<file path="src/rtl/wb_arb2.sv">
// Two-master Wishbone round-robin arbiter sharing one slave port.
// Optional bus-error watchdog built when WB_ARB_TIMEOUT_EN is defined.
module wb_arb2 #(
  parameter int unsigned timeout_cycles = 255
) (
  input  logic        clk,
  input  logic        rst,
  input  logic [31:0] m0_adr_i,
  input  logic [31:0] m0_dat_i,
  output logic [31:0] m0_dat_o,
  input  logic [3:0]  m0_sel_i,
  input  logic        m0_we_i,
  input  logic        m0_cyc_i,
  input  logic        m0_stb_i,
  output logic        m0_ack_o,
  output logic        m0_err_o,
  input  logic [31:0] m1_adr_i,
  input  logic [31:0] m1_dat_i,
  output logic [31:0] m1_dat_o,
  input  logic [3:0]  m1_sel_i,
  input  logic        m1_we_i,
  input  logic        m1_cyc_i,
  input  logic        m1_stb_i,
  output logic        m1_ack_o,
  output logic        m1_err_o,
  output logic [31:0] s_adr_o,
  output logic [31:0] s_dat_o,
  output logic [3:0]  s_sel_o,
  output logic        s_we_o,
  output logic        s_cyc_o,
  output logic        s_stb_o,
  input  logic        s_ack_i,
  input  logic [31:0] s_dat_i,
  output logic [1:0]  grant_o
);

`ifdef WB_ARB_TIMEOUT_EN
  typedef enum logic [1:0] {IDLE = 2'd0, OWN0 = 2'd1, OWN1 = 2'd2, ABORT = 2'd3} state_t;
  localparam logic [7:0] TO_LAST = 8'(timeout_cycles - 1);
  logic [7:0] cnt_q, cnt_d;
  logic       stall_s;
  logic       expire_s;
`else
  typedef enum logic [1:0] {IDLE = 2'd0, OWN0 = 2'd1, OWN1 = 2'd2} state_t;
`endif

  state_t     state_q, state_d;
  logic       last_q, last_d;
  logic [1:0] grant_q, grant_d;
  logic       own_s;
  logic       own_cyc_s;
  logic       own_stb_s;
  logic       pick_s;

  assign m0_dat_o  = s_dat_i;
  assign m1_dat_o  = s_dat_i;
  assign grant_o   = grant_q;
  // last_q always names the current owner while in OWNx or ABORT.
  assign own_s     = (state_q == OWN0) || (state_q == OWN1);
  assign own_cyc_s = last_q ? m1_cyc_i : m0_cyc_i;
  assign own_stb_s = last_q ? m1_stb_i : m0_stb_i;
  assign pick_s    = (m0_cyc_i && m1_cyc_i) ? ~last_q : m1_cyc_i;

`ifdef WB_ARB_TIMEOUT_EN
  // An ack in the expiry cycle is not a stall, so the ack wins over err.
  assign stall_s  = own_s && own_cyc_s && own_stb_s && !s_ack_i;
  assign expire_s = stall_s && (cnt_q == TO_LAST);
`endif

  always_comb begin
    s_adr_o  = 32'd0;
    s_dat_o  = 32'd0;
    s_sel_o  = 4'd0;
    s_we_o   = 1'b0;
    s_cyc_o  = 1'b0;
    s_stb_o  = 1'b0;
    m0_ack_o = 1'b0;
    m1_ack_o = 1'b0;
    m0_err_o = 1'b0;
    m1_err_o = 1'b0;
    case (state_q)
      OWN0: begin
        s_adr_o  = m0_adr_i;
        s_dat_o  = m0_dat_i;
        s_sel_o  = m0_sel_i;
        s_we_o   = m0_we_i;
        s_cyc_o  = m0_cyc_i;
        s_stb_o  = m0_stb_i;
        m0_ack_o = s_ack_i;
`ifdef WB_ARB_TIMEOUT_EN
        m0_err_o = expire_s;
`endif
      end
      OWN1: begin
        s_adr_o  = m1_adr_i;
        s_dat_o  = m1_dat_i;
        s_sel_o  = m1_sel_i;
        s_we_o   = m1_we_i;
        s_cyc_o  = m1_cyc_i;
        s_stb_o  = m1_stb_i;
        m1_ack_o = s_ack_i;
`ifdef WB_ARB_TIMEOUT_EN
        m1_err_o = expire_s;
`endif
      end
      default: begin
      end
    endcase
  end

  always_comb begin
    state_d = state_q;
    last_d  = last_q;
    grant_d = grant_q;
`ifdef WB_ARB_TIMEOUT_EN
    cnt_d   = 8'd0;
`endif
    case (state_q)
      IDLE: begin
        if (m0_cyc_i || m1_cyc_i) begin
          state_d = pick_s ? OWN1 : OWN0;
          last_d  = pick_s;
          grant_d = pick_s ? 2'b10 : 2'b01;
        end else begin
          state_d = IDLE;
        end
      end
      OWN0, OWN1: begin
        if (!own_cyc_s) begin
          state_d = IDLE;
          grant_d = 2'b00;
        end else begin
`ifdef WB_ARB_TIMEOUT_EN
          if (expire_s) begin
            state_d = ABORT;
          end else if (stall_s) begin
            cnt_d = cnt_q + 8'd1;
          end else begin
            cnt_d = 8'd0;
          end
`else
          state_d = state_q;
`endif
        end
      end
`ifdef WB_ARB_TIMEOUT_EN
      ABORT: begin
        if (!own_cyc_s) begin
          state_d = IDLE;
          grant_d = 2'b00;
        end else begin
          state_d = ABORT;
        end
      end
`endif
      default: begin
        state_d = IDLE;
        grant_d = 2'b00;
      end
    endcase
  end

  always_ff @(posedge clk or negedge rst) begin
    if (!rst) begin
      state_q <= IDLE;
      last_q  <= 1'b1;
      grant_q <= 2'b00;
`ifdef WB_ARB_TIMEOUT_EN
      cnt_q   <= 8'd0;
`endif
    end else begin
      state_q <= state_d;
      last_q  <= last_d;
      grant_q <= grant_d;
`ifdef WB_ARB_TIMEOUT_EN
      cnt_q   <= cnt_d;
`endif
    end
  end

endmodule

</file>
<file path="config.mk">
export PLATFORM = sky130hd
export DESIGN_NAME = wb_arb2
export DESIGN_NICKNAME = d
export VERILOG_FILES = /design/src/rtl/wb_arb2.sv
export SDC_FILE = /design/constraint.sdc
export NUM_CORES = 1
export LEC_CHECK = 0
export CAP_MARGIN = 20
export CORE_AREA = 2 2 123 125
export DETAILED_ROUTE_END_ITERATION = 10
export DIE_AREA = 0 0 125 127
export PLACE_DENSITY = 0.55
export SLEW_MARGIN = 5
export SYNTH_ARGS = -nofsm -noshare
export SYNTH_HDL_FRONTEND = slang
export SYNTH_SLANG_ARGS = --single-unit
</file>
<file path="constraint.sdc">
create_clock -name clk -period 3.7 [get_ports clk]
set_input_delay 0.74 -clock clk [delete_from_list [all_inputs] [get_ports clk]]
set_output_delay 0.74 -clock clk [all_outputs]
set_load 0.03 [all_outputs]
</file>
* After elaboration in Yosys (flattened, before gate mapping) *
Index checks and enable logic that the tools add are counted.
W data, S select, Z words.

cells by class
  add/subtract/negate cells = 0
  multiply operators = 0
  divide/modulo/power cells = 0
  $lt $le $gt $ge = 0
  equality and inequality tests = 4
  shifts and indexed selects = 0
  multiplexer cells = 16
  bitwise logic cells = 1
  reductions and logical operators = 6

operators with widths
  operator              number
  $pmux W32 S2          2
  $mux W2               4
  $pmux W2 S2           2
  $pmux W4 S2           1
  $pmux W1 S2           3
  $mux W1               4
  $ne A2 B2 Y1 const B  2
  $reduce_and A2 Y1     2
  $eq A2 B1 Y1 const B  1
  $eq A2 B2 Y1 const B  1
  $logic_not A2 Y1      1
  $reduce_or A2 Y1      1
  $logic_and A1 B1 Y1   1
  $logic_or A1 B1 Y1    1
  $not A1 Y1            1

storage, ports and cells
  bits in registers = 5
  bits in latches = 0
  RAM bits = 0
  bits in read-only memories = 0
  input port bits = 177
  output and inout port bits = 141
  word-level logic and storage cells = 30
  memories kept = 0

* Logic depth before layout (Yosys ltp) *
Gate-level depths: netlist of run 1.

  word-level depth = 5
  mapped depth = 6
  gate-level depth less buffers = 5

* Least setup slack after synthesis of run 1 *
No wires, ideal clock.

  path type = reg2out
  start = reg state_q[0]
  end = out s_adr_o[0]
  data arrival time = 1,583 ps
  data required time = 2,960 ps
  setup slack = 1,377 ps
  cell stages (with the launch flop) = 6
  buffers on the path = 2
  cells stage by stage = dfrtp_1 > inv_1 > ha_1 > buf_4 > clkbuf_1 > nor2b_1

between the ends
  cells in the longest elaborated chain, start to end = 2
  elaborated cells between the ends (all ways) = 3
  classes of those cells = eq/ne (2); mux (1)

RTL lines
  item                                                 line  source
  start, declared                                      47    state_t state_q, state_d;
  start signal, assigned                               172   state_q <= state_d;
  $eq A2 B2 Y1 / $eq A2 B1 Y1 (equally long branches)  81    case (state_q)
  $pmux W32 S2 *                                       81
  end, declared                                        26    output logic [31:0] s_adr_o,

Every way passes the cells marked *; elsewhere a longest branch is shown, timed or not.

* Worst setup path after layout of run 1 *
  start = reg state_q[1]
  end = out s_adr_o[11]

The elaborated chain is that of the path after synthesis.

==> results of run 1 <==
kinds of logic after synthesis:
family                     share of synthesized area (%)
AOI/OAI and AO/OA                                   30.5
adders and majority gates                           3.08
buffers and inverters                               32.5
DFF                                                 6.62
muxes                                              0.787
other                                              0.197
and+or+nand+nor                                     26.3
cell type report:
| cell class | instances | area, µm² | area share (%) |
|---|---|---|---|
| Inverter | 3 | 11.3 | 0.288 |
| Clock buffer | 4 | 78.8 | 2.01 |
| Timing Repair Buffer | 231 | 2290 | 58.6 |
| Sequential cell | 5 | 126 | 3.23 |
| Multi-Input combinational cell | 165 | 1170 | 30.0 |
| Tap cell | 184 | 230 | 5.88 |
routing by layer:
metal	vias to the layer above	wire length, µm	global-route usage (%)
met5	-	0	0
met4	0	128	2.22
met3	22	688	2.51
met2	136	4570	18.3
met1	1089	3500	11.9
li1	1146	-	-
cell usage in the layout, fill, tap and decap left out:
cell type        instances
a22oi_1                 71
and2_1                   2
and2_4                   1
buf_12                   1
buf_4                   11
clkbuf_1                 1
clkbuf_16                3
clkdlybuf4s50_1        219
conb_1                   2
dfrtp_1                  4
dfstp_2                  1
ha_2                     3
inv_1                    3
maj3_1                   1
maj3_2                   1
mux2_4                   1
nand2_1                  3
nand3_1                  2
nand3b_1                 2
nor2b_1                 71
o211ai_1                 1
o211ai_2                 1
o21ai_0                  1
o2bb2ai_1                1
o2bb2ai_2                1
per-stage QoR:
step / cell area (µm²) / instances / power (µW) / hold WS (ns) / utilization [%]
CTS: 3910 / 592 / 2790 / 0.514 / 27.1
global placement: 3830 / 588 / 2580 / 0.504 / 26.6
floorplan: 1910 / 263 / 1760 / 0.444 / -
finish: 3910 / 592 / 2750 / 0.513 / 27.1
global route: 3910 / 592 / 2920 / 0.553 / 27.1
detailed placement: 3830 / 588 / 2590 / 0.509 / 26.6
how the worst max path moves through the flow:
stage | cells past startpoint | start | slack, ns | endpoint
2_1_floorplan | 5 | state_q[0] | 1.38 | s_adr_o[0]
3_3_place_gp | 6 | state_q[1] | 0.63 | s_cyc_o
3_5_place_dp | 6 | state_q[1] | 0.52 | s_adr_o[11]
4_1_cts | 6 | state_q[1] | 0.27 | s_adr_o[11]
5_1_grt | 6 | state_q[0] | 0.14 | s_adr_o[11]
6_report | 6 | state_q[1] | 0.33 | s_adr_o[11]
state kept, by name (all words and copies together), names as in the netlist:
name     flops
last_q       1
grant_o      2
state_q      2
critical path, stage by stage, from the launching register on:
cell and delay, ns:
dfrtp_1 0.39, inv_1 0.09, ha_2 0.55, buf_4 0.36, a22oi_1 0.13, nor2b_1 0.15
clkdlybuf4s50_1 0.70
power breakdown:
group	switching, µW	leakage, µW	internal [µW]
sequential	26.3	0.0000620	86.3
clock	34.7	0.0000382	143
combinational	1320	0.00117	1130
==> flow_summary.yaml, run 1 <==
run_status:
  outcome: "finished clean"
setup_path:
  worst_r2r_path_depth: 5
  crit_path_start_kind: "flip-flop"
  worst_case_register_to_register_setup_slack_ns: 1.88
  timing.critical_path.fanout_max: 28
  end_kind: "output pin"
  r2r_end: "grant_o[1]"
  worstPathRequired_ns: 2.96
  worst_r2r_startpoint: "state_q[0]"
  critPathArrivalTime_ns: 2.63
  timing.setup.critical_path_class: "reg -> out"
job:
  max_cap_violations: 0
place:
  dp.final_hpwl_um: 7160
  dp_worst_setup_slack_ns: 0.522
  place_congestion: 0.818
  placement.io_buffers: 219
route:
  drt-wirelength-per-cell_um: 15.0
  vias: 2393
  route.final.wire_length_um: 8880
  post_drt_via_cell_ratio: 4.04
  detail_route.iter0.violations: 122
  count_of_unresolved_drc_violations_after_routing: 0
  ant_nets: 0
  drt_first_pass_iters: 6
clock_tree:
  clock_tree.buffer_depth: 2
  post-cts-setup-buffer-count: 0
  cts_tree: "yes"
  cts_sinks: 5
  cts.reportedPaths.clkPinSlew_ns: 0.03
  cts_max_level: 1
  worstSkewPairLatency_ns: 0.23
  clockRootBuffer: "clkbuf_16"
  post_cts_hold_buffer_count: 0
  cts_resized: 0
  cts-buffers-inserted: 3
synthesis:
  netlist_instances: 262
  synth_seq_area_share_pct: 6.62
  ys.warnings.count: 0
  synth_commonest_cells: "71 x a22oi_1, 71 x nor2b_1, 67 x buf_4"
  ys.flop_type: "dfrtp_1"
  synth_largest_area_cell: "a22oi_1"
  synth_async_sr_flop_share_pct: 100
  top_cells_by_area_in_the_synthesized_netlist: "a22oi_1 28%, buf_4 26%, nor2b_1 23%, dfrtp_1 5.2%, buf_2 4.2%"
  yosys.area.top_type_share_pct: 27.9
  synthesis.area_mm2: 0.00191
  synthesis.area_per_instance_um2: 7.28
  synth_cell_types: 23
  ys_seq_elements: 5
  synth_edf_count: 0
worst_hold_path:
  cell_depth_of_the_worst_min_delay_path: 2
  whs_endpoint: "last_q"
  origin_of_the_worst_min_delay_path: "last_q"
  hp-class: "reg -> reg"
grt:
  grt_pass1_vias: 2381
  grt_start_max_net_pins: 59
  track_usage_pct: 10.0
  overflow: 0
  antenna_violations_before_repair: 0
  global_route_wire_length_before_repair_um: 13200
timing:
  rsz0062_at_grt: "no"
  timing.final.max_slew_violations: 0
  setup_violations: 0
  maxSlewHeadroom_pct: 62.1
  fin_crit_sh_pct: 91.0
  final.setup.worst_slack_ns: 0.334
  finClkSkew_ns: 0.000730
  report.final.hold_viol_count: 0
  tightestPinTransition_ns: 0.569
  setup_tns_ns: 0
  layout_min_cycle_time_ns: 3.37
  achievable-frequency_ghz: 0.297
layout:
  area_growth_pct: 105
  n_fill_cell: 1551
  design.final.nets: 589
  diodes: 0
  post_route_cells_drive_above_1_share_pct: 5.88
floorplan:
  design.core.area_mm2: 0.0144
  die-height_um: 127
  initial_core_util_pct: 13.2
  design.portCount: 318
  rows: 44
  floorplan.die.width_um: 125
  design.die.area_mm2: 0.0159
power_and_ir_drop:
  static-leakage-power_uw: 0.00127
  pwr_density_cell_mw_per_mm2: 702
  vdd.ir_drop.worst_mv: 0.283
(Power assumes the default switching activity.)
==> run 2: changes to the inputs <==
Clock period 3.7 ns to 3.9 ns, I/O delays scaled along.
==> flow_summary.yaml, run 2 (synthesized netlist as in run 1, its figures left out) <==
run_status:
  outcome: "finished clean"
setup_path:
  worst_case_register_to_register_setup_slack_ns: 2.04
  largest_stage_delay_on_the_critical_path_ns: 0.80
  worst_r2r_path_depth: 4
  crit_path_start: "state_q[1]"
  worst_r2r_startpoint: "state_q[1]"
  r2r_end: "grant_o[0]"
  timing.setup.critical_path_class: "reg -> out"
  critPathArrivalTime_ns: 2.67
  path_cells: "inv_1, ha_2, buf_4, nor2b_1, clkdlybuf4s50_1"
  crit_path_start_kind: "flip-flop"
  critical_path.endpoint: "s_adr_o[16]"
  worstPathRequired_ns: 3.12
  crit_path_top_delay_cell: "ha_2"
  end_kind: "output pin"
  timing.critical_path.fanout_max: 48
timing:
  timing.final.max_slew_violations: 0
  setup_tns_ns: 0
  setup_violations: 0
  layout_min_cycle_time_ns: 3.45
  report.final.hold_viol_count: 0
  maxSlewHeadroom_pct: 51.7
  fin_crit_sh_pct: 88.5
  achievable-frequency_ghz: 0.290
  finClkSkew_ns: 0.000661
  rsz0062_at_grt: "no"
  tightestPinTransition_ns: 0.725
layout:
  layout.core_utilization_pct: 26.9
  layout.cells.most_common_list: "219 x clkdlybuf4s50_1, 71 x a22oi_1, 71 x nor2b_1"
  design.final.nets: 582
  post_route_cells_drive_above_1_share_pct: 4.24
  final_common_cell: "clkdlybuf4s50_1"
  diodes: 0
  area_growth_pct: 103
  n_fill_cell: 1567
clock_tree:
  cts_tree: "yes"
  cts_sinks: 5
  cts_max_level: 1
  post_cts_hold_buffer_count: 0
  clockRootBuffer: "clkbuf_16"
  worstSkewPairLatency_ns: 0.23
  clock_tree.buffer_depth: 2
  post-cts-setup-buffer-count: 0
  cts_resized: 0
  cts.reportedPaths.clkPinSlew_ns: 0.03
  cts-buffers-inserted: 3
place:
  placement.io_buffers: 219
  dp.final_hpwl_um: 6880
  place_congestion: 0.828
grt:
  track_usage_pct: 9.94
  grt_start_max_net_pins: 53
  antenna_violations_before_repair: 0
  overflow: 0
  grt_pass1_vias: 2409
  global_route_wire_length_before_repair_um: 13000
floorplan:
  initial_core_util_pct: 13.2
  rows: 44
  design.portCount: 318
  floorplan.die.width_um: 125
  die-height_um: 127
  design.core.area_mm2: 0.0144
  design.die.area_mm2: 0.0159
route:
  post_drt_via_cell_ratio: 3.98
  count_of_unresolved_drc_violations_after_routing: 0
  vias: 2330
  detail_route.iter0.violations: 73
  route.final.wire_length_um: 8610
  drt_first_pass_iters: 4
  drt-wirelength-per-cell_um: 14.7
  ant_nets: 0
power_and_ir_drop:
  pwr_density_cell_mw_per_mm2: 663
  vdd.ir_drop.worst_mv: 0.368
  static-leakage-power_uw: 0.00124
worst_hold_path:
  hp-class: "reg -> reg"
job:
  max_cap_violations: 0
## run 2: per-layer routing
layer / share of wire (%) / GRT usage, %
met1: 38 / 11.1
met2: 51 / 18.5
met3: 8.7 / 2.68
met4: 1.7 / 2.94
met5: 0 / 0
## run 2: final cells by class
cell class | count | area [µm²] | area share, %
Multi-Input combinational cell | 165 | 1170 | 30.3
Tap cell | 184 | 230 | 5.94
Sequential cell | 5 | 126 | 3.26
Clock buffer | 4 | 78.8 | 2.03
Inverter | 3 | 11.3 | 0.291
Timing Repair Buffer | 224 | 2250 | 58.2
## run 2: how the worst min path moves through the flow
stage	slack, ns	from	to	cells after the start
after CTS	0.51	last_q	last_q	2
final	0.51	last_q	last_q	2
after detailed placement	0.51	last_q	last_q	2
after global placement	0.51	state_q[1]	state_q[1]	1
after floorplan	0.48	rst	grant_o[0]	0
after global routing	0.54	last_q	last_q	2
## run 2: worst max-delay path: cells and delay by family (launching register included)
| kind | cells | cell delay [ns] |
|---|---|---|
| buf+inv | 3 | 1.07 |
| fa+ha+maj | 1 | 0.80 |
| flops | 1 | 0.37 |
| simple gates | 1 | 0.17 |
## run 2: metrics by stage
step	area, µm²	setup slack [ns]	hold WS, ns	total power [µW]	cells
3_3_place_gp	3790	0.700	0.507	2410	581
2_1_floorplan	1910	1.54	0.481	1670	263
5_1_grt	3870	0.225	0.537	2750	585
3_5_place_dp	3790	0.625	0.509	2420	581
6_report	3870	0.448	0.514	2570	585
4_1_cts	3870	0.381	0.513	2600	585
## run 2: power by group
group | internal [µW] | total (µW) | switching, µW | leakage [µW]
clock network | 135 | 169 | 33.3 | 0.0000382
logic | 1040 | 2290 | 1250 | 0.00114
registers | 81.8 | 108 | 26.3 | 0.0000620
==> run 3: changes to the inputs <==
Settings changed: SLEW_MARGIN 5 to default.
==> results of run 3 <==
Final layout, timing and power as in run 2 (identical DEF).
